<file path="config.mk">
export PLATFORM = sky130hd
export DESIGN_NAME = alarm_ring_ctrl
export DESIGN_NICKNAME = d
export VERILOG_FILES = /design/src/rtl/clock_pkg.sv /design/src/rtl/time_add_min.sv /design/src/rtl/alarm_ring_ctrl.sv
export SDC_FILE = /design/constraint.sdc
export NUM_CORES = 1
export LEC_CHECK = 0
export ABC_CLOCK_PERIOD_IN_PS = 3700
export CORE_MARGIN = 1
export CORE_UTILIZATION = 28
export CTS_CLUSTER_DIAMETER = 120
export DETAILED_ROUTE_END_ITERATION = 8
export PLACE_DENSITY = 0.57
export SYNTH_ARGS = -nofsm -noshare
export SYNTH_HDL_FRONTEND = slang
export SYNTH_HIERARCHICAL = 1
export SYNTH_SLANG_ARGS = --single-unit
</file>
<file path="constraint.sdc">
create_clock -name clk -period 3.7 [get_ports clk]
set_input_delay 0.925 -clock clk [delete_from_list [all_inputs] [get_ports clk]]
set_output_delay 0.925 -clock clk [all_outputs]
set_load 0.01 [all_outputs]
</file>
<file path="src/rtl/clock_pkg.sv">
// Shared time-of-day widths, constants and the alarm sequencing state type.
package clock_pkg;

    localparam int MIN_W            = 7;
    localparam int HR_W             = 6;
    localparam int MINUTES_PER_HOUR = 60;
    localparam int HOURS_PER_DAY    = 24;

    typedef enum logic [1:0] {
        DISARMED = 2'd0,
        ARMED    = 2'd1,
        RINGING  = 2'd2,
        SNOOZED  = 2'd3
    } alarm_state_t;

endpackage

</file>
<file path="src/rtl/time_add_min.sv">
// Combinational time-of-day adder: hh:mm plus a minute offset (< 60),
// wrapping minutes into the hour and hours past midnight.
module time_add_min #(
    parameter int MIN_W = clock_pkg::MIN_W,
    parameter int HR_W  = clock_pkg::HR_W
) (
    input  logic [MIN_W-1:0] i_minutes,
    input  logic [HR_W-1:0]  i_hours,
    input  logic [MIN_W-1:0] i_add_minutes,
    output logic [MIN_W-1:0] o_minutes,
    output logic [HR_W-1:0]  o_hours
);

    logic [MIN_W-1:0] w_sum;

    // Add minutes; carry one hour when the sum leaves the current hour.
    always_comb begin
        w_sum     = i_minutes + i_add_minutes;
        o_minutes = w_sum;
        o_hours   = i_hours;
        if (w_sum >= MIN_W'(clock_pkg::MINUTES_PER_HOUR)) begin
            o_minutes = w_sum - MIN_W'(clock_pkg::MINUTES_PER_HOUR);
            if (i_hours == HR_W'(clock_pkg::HOURS_PER_DAY - 1)) begin
                o_hours = '0;
            end else begin
                o_hours = i_hours + HR_W'(1);
            end
        end
    end

endmodule

</file>
<file path="src/rtl/alarm_ring_ctrl.sv">
// Alarm sequencing controller. Owns the comparator's configuration port,
// turns comparator matches into ringing, and handles timeout, snooze
// (reprogram to now + SNOOZE_MIN), bounded snooze count and restore of the
// user's alarm time on stop/disable.
//
// Handshake: set_alarm is a one-cycle registered strobe; set_minutes and
// set_hours are valid in that cycle and hold their value afterwards. There is
// no back-pressure: the comparator must accept the strobe in the cycle it is
// presented. All button inputs are single-cycle pulses sampled every edge.
module alarm_ring_ctrl #(
    parameter int MIN_W      = 7,
    parameter int HR_W       = 6,
    parameter int SNOOZE_MIN = 5,
    parameter int RING_SEC   = 60,
    parameter int MAX_SNOOZE = 3
) (
    input  logic             clk,
    input  logic             rst,
    input  logic             tick_1hz,
    input  logic [MIN_W-1:0] curr_minutes,
    input  logic [HR_W-1:0]  curr_hours,
    input  logic             alarm_enable,
    input  logic             user_set,
    input  logic [MIN_W-1:0] user_minutes,
    input  logic [HR_W-1:0]  user_hours,
    input  logic             snooze_btn,
    input  logic             stop_btn,
    input  logic             alarm_trigger,
    output logic             set_alarm,
    output logic [MIN_W-1:0] set_minutes,
    output logic [HR_W-1:0]  set_hours,
    output logic             buzzer,
    output logic             snoozed,
    output logic [3:0]       snooze_cnt,
    output logic [1:0]       o_state
);

    clock_pkg::alarm_state_t r_state;
    logic             r_trig_q;
    logic [MIN_W-1:0] r_user_min;
    logic [HR_W-1:0]  r_user_hr;
    logic [7:0]       r_ring_cnt;
    logic [3:0]       r_snooze_cnt;
    logic             r_set_alarm;
    logic [MIN_W-1:0] r_set_min;
    logic [HR_W-1:0]  r_set_hr;
    logic             r_buzzer;
    logic             r_snoozed;

    logic [MIN_W-1:0] w_snz_min;
    logic [HR_W-1:0]  w_snz_hr;
    logic             w_trig_rise;
    logic             w_timeout;
    logic             w_ring_end;
    logic             w_can_snooze;
    logic             w_stop;
    logic             w_snooze;

    time_add_min #(.MIN_W(MIN_W), .HR_W(HR_W)) u_snooze_add (
        .i_minutes     (curr_minutes),
        .i_hours       (curr_hours),
        .i_add_minutes (MIN_W'(SNOOZE_MIN)),
        .o_minutes     (w_snz_min),
        .o_hours       (w_snz_hr)
    );

    // Event decode: a stop (explicit, or a ring end with no snoozes left)
    // always beats a snooze.
    always_comb begin
        w_trig_rise  = alarm_trigger & ~r_trig_q;
        w_timeout    = tick_1hz && (r_ring_cnt == 8'(RING_SEC - 1));
        w_ring_end   = snooze_btn | w_timeout;
        w_can_snooze = (r_snooze_cnt < 4'(MAX_SNOOZE));
        w_stop       = ((r_state == clock_pkg::RINGING) &&
                        (stop_btn || (w_ring_end && !w_can_snooze))) ||
                       ((r_state == clock_pkg::SNOOZED) && stop_btn);
        w_snooze     = (r_state == clock_pkg::RINGING) && !stop_btn &&
                       w_ring_end && w_can_snooze;
    end

    // Sequencing FSM with all outputs registered.
    always_ff @(posedge clk) begin
        if (rst) begin
            r_state      <= clock_pkg::DISARMED;
            r_trig_q     <= 1'b0;
            r_user_min   <= '0;
            r_user_hr    <= '0;
            r_ring_cnt   <= '0;
            r_snooze_cnt <= '0;
            r_set_alarm  <= 1'b0;
            r_set_min    <= '0;
            r_set_hr     <= '0;
            r_buzzer     <= 1'b0;
            r_snoozed    <= 1'b0;
        end else begin
            r_trig_q    <= alarm_trigger;
            r_set_alarm <= 1'b0;
            if (!alarm_enable && (r_state == clock_pkg::RINGING ||
                                  r_state == clock_pkg::SNOOZED)) begin
                r_state     <= clock_pkg::DISARMED;
                r_buzzer    <= 1'b0;
                r_snoozed   <= 1'b0;
                r_set_alarm <= 1'b1;
                r_set_min   <= r_user_min;
                r_set_hr    <= r_user_hr;
            end else if (user_set) begin
                r_user_min   <= user_minutes;
                r_user_hr    <= user_hours;
                r_set_alarm  <= 1'b1;
                r_set_min    <= user_minutes;
                r_set_hr     <= user_hours;
                r_snooze_cnt <= '0;
                r_buzzer     <= 1'b0;
                r_snoozed    <= 1'b0;
                r_state      <= alarm_enable ? clock_pkg::ARMED : clock_pkg::DISARMED;
            end else if (!alarm_enable) begin
                r_state <= clock_pkg::DISARMED;
            end else if (w_stop) begin
                r_state      <= clock_pkg::ARMED;
                r_snooze_cnt <= '0;
                r_buzzer     <= 1'b0;
                r_snoozed    <= 1'b0;
                r_set_alarm  <= 1'b1;
                r_set_min    <= r_user_min;
                r_set_hr     <= r_user_hr;
            end else if (w_snooze) begin
                r_state      <= clock_pkg::SNOOZED;
                r_snooze_cnt <= r_snooze_cnt + 4'd1;
                r_buzzer     <= 1'b0;
                r_snoozed    <= 1'b1;
                r_set_alarm  <= 1'b1;
                r_set_min    <= w_snz_min;
                r_set_hr     <= w_snz_hr;
            end else begin
                case (r_state)
                    clock_pkg::DISARMED: r_state <= clock_pkg::ARMED;
                    clock_pkg::ARMED, clock_pkg::SNOOZED: begin
                        if (w_trig_rise) begin
                            r_state    <= clock_pkg::RINGING;
                            r_ring_cnt <= '0;
                            r_buzzer   <= 1'b1;
                            r_snoozed  <= 1'b0;
                        end
                    end
                    clock_pkg::RINGING: begin
                        if (tick_1hz) begin
                            r_ring_cnt <= r_ring_cnt + 8'd1;
                        end
                    end
                    default: r_state <= clock_pkg::DISARMED;
                endcase
            end
        end
    end

    assign set_alarm   = r_set_alarm;
    assign set_minutes = r_set_min;
    assign set_hours   = r_set_hr;
    assign buzzer      = r_buzzer;
    assign snoozed     = r_snoozed;
    assign snooze_cnt  = r_snooze_cnt;
    assign o_state     = r_state;

endmodule
</file>
==> flow_summary_export.csv <==
group,metric,value,unit
drt,drt_iter0_markers,121,
cts,cts_setup_buffers,0,
power,power.density,318,mW/mm^2
global_routing,grt_pass1_vias,2406,
finish,ff_latch_area,881,sq um
die,die-height,101,um
place,dp_hpwl,5250,um
drt,ant_nets,0,
critical_path,crit_start,"curr_minutes[0]",
power,power.total,1.16,mW
critical_path,crit_end,"set_minutes[5]",
timing,report.final.hold_viol_count,0,
critical_path,critPathTopFamily,"compound AO/OA/AOI/OAI gates",
critical_path,timing.rr.start,"r_ring_cnt[0]",
critical_path,max_stage_delay,0.43,ns
critical_path,slowest_stage,"or4_1",
finish,antenna_cells,0,
die,coreArea,0.00933,sq mm
yosys,ys_seq_elements,44,
critical_path,r2r_end,"r_ring_cnt[5]",
cts,h-tree-depth,2,
yosys,seq_area_frac_synth,32.4,%
finish,postLayoutCellArea,0.00363,sq mm
finish,nNetsFinal,449,
die,num_io_pins,56,
yosys,synth_area_leaders,"dfxtp_1 (32%), nand2_1 (7.9%), nor2_1 (6.5%)",
run_status,outcome,"complete, no violations",
global_routing,grt_max_degree,26,
timing,min_period_over_period,97.6,%
yosys,yosysWarnings,6,
timing,clock_skew,0.00806,ns
drt,drc_errors,0,
worst_hold_path,holdCritPathClass,"reg2reg",
place,gp_congestion,0.813,
critical_path,critPathLaunchType,"primary input",
critical_path,cp-end-kind,"flop",
yosys,ys.flop_type,"dfxtp_1",
critical_path,cp.depth,12,
finish,final_layout_size_suffix_gt1_share,13.6,%
cts,cts_root_buf,"clkbuf_8",
critical_path,cp_num_buf_inv,1,
timing,fmax,277,MHz
timing,worst_hold_slack,0.458,ns
cts,cts.sinks,44,
timing,slew_headroom,38.6,%
timing,rsz0062_at_grt,"yes",
worst_hold_path,hold_depth,2,
global_routing,grt_pass1_wl,11700,um
die,die_area,0.0101,sq mm
yosys,synth.distinct_cells,59,
global_routing,grt.total_usage,14.4,%
place,dpl-instance-area,0.00350,sq mm
cts,cts_tree,"yes",
yosys,syn_avg_cell_area,8.08,sq um
finish,area_delta_synth_final,33.5,%
yosys,synth_top_area_share,32.4,%
drt,dr.pass1.iters,4,
yosys,netlist_area,0.00272,sq mm
job,maxCapViolations,0,
critical_path,worst-path-max-fanout,2,
critical_path,arrival,3.83,ns
place,port_buffers,55,
cts,cts_buffer_depth,2,
yosys,netlist_instances,337,
yosys,async_flop_share,0,%
global_routing,grt-ovfl-total,0,
finish,multi_input_area,0.00181,sq mm
finish,fillCellCount,964,
yosys,yosysTopAreaCell,"dfxtp_1",
critical_path,critical_path_class,"in2reg",
critical_path,path_cells,"clkdlybuf4s50_1 -> ha_1 -> fa_1 -> a211o_2 -> a31o_4 -> a21oi_4 -> xnor2_2 -> or4_1 -> nand2_2 -> nand2_1 -> mux2_2 -> a311oi_1",
global_routing,antenna_found_initial,0,
yosys,synth_enable_flop_cells,0,
critical_path,cp.required,3.92,ns
critical_path,rr_worst_depth,6,
timing,finalMaxSlewViolations,0,
die,fp-row-count,35,
power,irDropWorstVdd,169,uV
die,dieWidth,101,um
drt,routed-via-count,2639,
cts,post_cts_resized,0,
timing,fin_crit,3.61,ns
die,start_util,29.2,%
drt,vias_per_cell,4.94,
timing,setup_viol,0,
cts,clk_latency,0.30,ns
critical_path,ff2ff_setup_slack,1.31,ns
cts,clk_pin_slew,0.09,ns
power,leakagePower,1.48,nW
cts,ctsHoldBuffers,0,
drt,wire_per_inst,13.4,um
cts,cts_buffers,5,
timing,worst_slew_pin_slew,0.915,ns
drt,drt-total-wl,7170,um
[cell type report]
cell class,instances,area share [%]
clock buffer,7,2.38
clock inverter,1,0.207
inverter,7,0.723
multi-input combinational,276,49.7
sequential,44,24.3
tap,129,4.44
timing repair buffer,70,18.3
[routing by layer]
| layer | vias up | routed length, um | track usage, % |
|---|---|---|---|
| met5 | - | 0 | 0 |
| met4 | 0 | 82 | 4.12 |
| met3 | 6 | 274 | 2.08 |
| met2 | 47 | 3060 | 21.7 |
| met1 | 1247 | 3760 | 21.2 |
| li1 | 1339 | - | - |
[cells in the mapped netlist, types with 2 or more instances]
library cell  number
a211o_1            2
a211oi_1           2
a21boi_0           2
a21o_1             6
a21oi_1           30
a21oi_4            2
a22oi_1            2
a31o_2             2
a32oi_1            2
and3_1             3
buf_2              5
clkbuf_1          10
conb_1             2
dfxtp_1           44
ha_1              10
inv_1              7
mux2_2             5
mux2i_1            3
nand2_1           57
nand2b_1           5
nand3_1            6
nand4_1            3
nor2_1            47
nor2b_1            3
nor3_1             3
o211a_1            2
o21ai_0           11
o31ai_1            4
o41ai_1            4
o41ai_2            8
or2_2              2
or3_1              4
or4_1              6
xnor2_1            3
xor2_1             6
[flip-flops by register name, indices dropped and copies added, names as in the netlist, 2 cells and up]
name	cells
set_minutes	7
snooze_cnt	4
r_user_min	7
o_state	2
r_ring_cnt	8
set_hours	6
r_user_hr	6
[cells in the final DEF, fill, tap and decap left out, types with 2 or more instances in the layout]
cell type / n
nand2_1: 55
clkdlybuf4s50_1: 55
nor2_1: 46
dfxtp_1: 44
a21oi_1: 30
buf_4: 15
o21ai_0: 11
o41ai_2: 10
ha_1: 10
conb_1: 8
inv_1: 7
nand3_1: 6
a21o_1: 6
or4_1: 6
clkbuf_8: 6
nand2b_1: 5
mux2_2: 5
xor2_1: 5
or3_1: 4
o31ai_1: 4
nor2b_1: 3
and3_1: 3
nor3_1: 3
mux2i_1: 3
nand4_1: 3
xnor2_1: 3
a21oi_4: 2
a31o_2: 2
a22oi_1: 2
a211o_1: 2
a32oi_1: 2
o211a_1: 2
o41ai_1: 2
a21boi_0: 2
or2_2: 2
nand2_2: 2
a211oi_2: 2
[worst min-delay path: cells and delay by family, from the launching register on]
| kind | cells | cell delay [ns] |
|---|---|---|
| AO/OA/AOI/OAI | 1 | 0.05 |
| flip-flops | 1 | 0.32 |
| AND/OR/NAND/NOR | 1 | 0.05 |
[where the power goes]
group | switching, mW | total (mW) | leakage (nW) | internal (mW)
clock | 0.169 | 0.321 | 0.0445 | 0.152
sequential | 0.0127 | 0.507 | 0.360 | 0.495
combinational | 0.165 | 0.327 | 1.08 | 0.162
total | 0.346 | 1.16 | 1.48 | 0.809
[kinds of logic (layout without fill, tap and decap cells)]
| logic type | Yosys count | count (layout) | synth area share [%] |
|---|---|---|---|
| fa+ha+maj | 11 | 11 | 5.33 |
| simple gates | 146 | 146 | 24.8 |
| flops | 44 | 44 | 32.4 |
| mux | 8 | 8 | 3.17 |
| buf+inv | 23 | 85 | 3.54 |
| other cells | 2 | 8 | 0.276 |
| xor+xnor | 10 | 10 | 3.49 |
| compound gates | 93 | 93 | 27.0 |
[per-stage QoR]
stage               setup WS [ns]  cells  utilization, %  TNS (ns)
floorplan                   0.268    343               -         0
global placement           -0.223    526            37.5     -1.74
detailed placement         -0.283    526            37.5     -2.25
CTS                        0.0187    534            38.5         0
global route             -0.00960    534            38.9  -0.00997
finish                     0.0872    534            38.9         0
[worst min-delay path by stage]
stage,from,end,slack (ns)
2_1_floorplan,r_user_hr[0],r_user_hr[0],0.44
3_3_place_gp,set_minutes[2],set_minutes[2],0.44
3_5_place_dp,set_minutes[1],set_minutes[1],0.44
4_1_cts,r_user_min[6],r_user_min[6],0.46
5_1_grt,r_user_min[4],r_user_min[4],0.47
6_report,r_user_min[6],r_user_min[6],0.46
(Power assumes the default switching activity.)
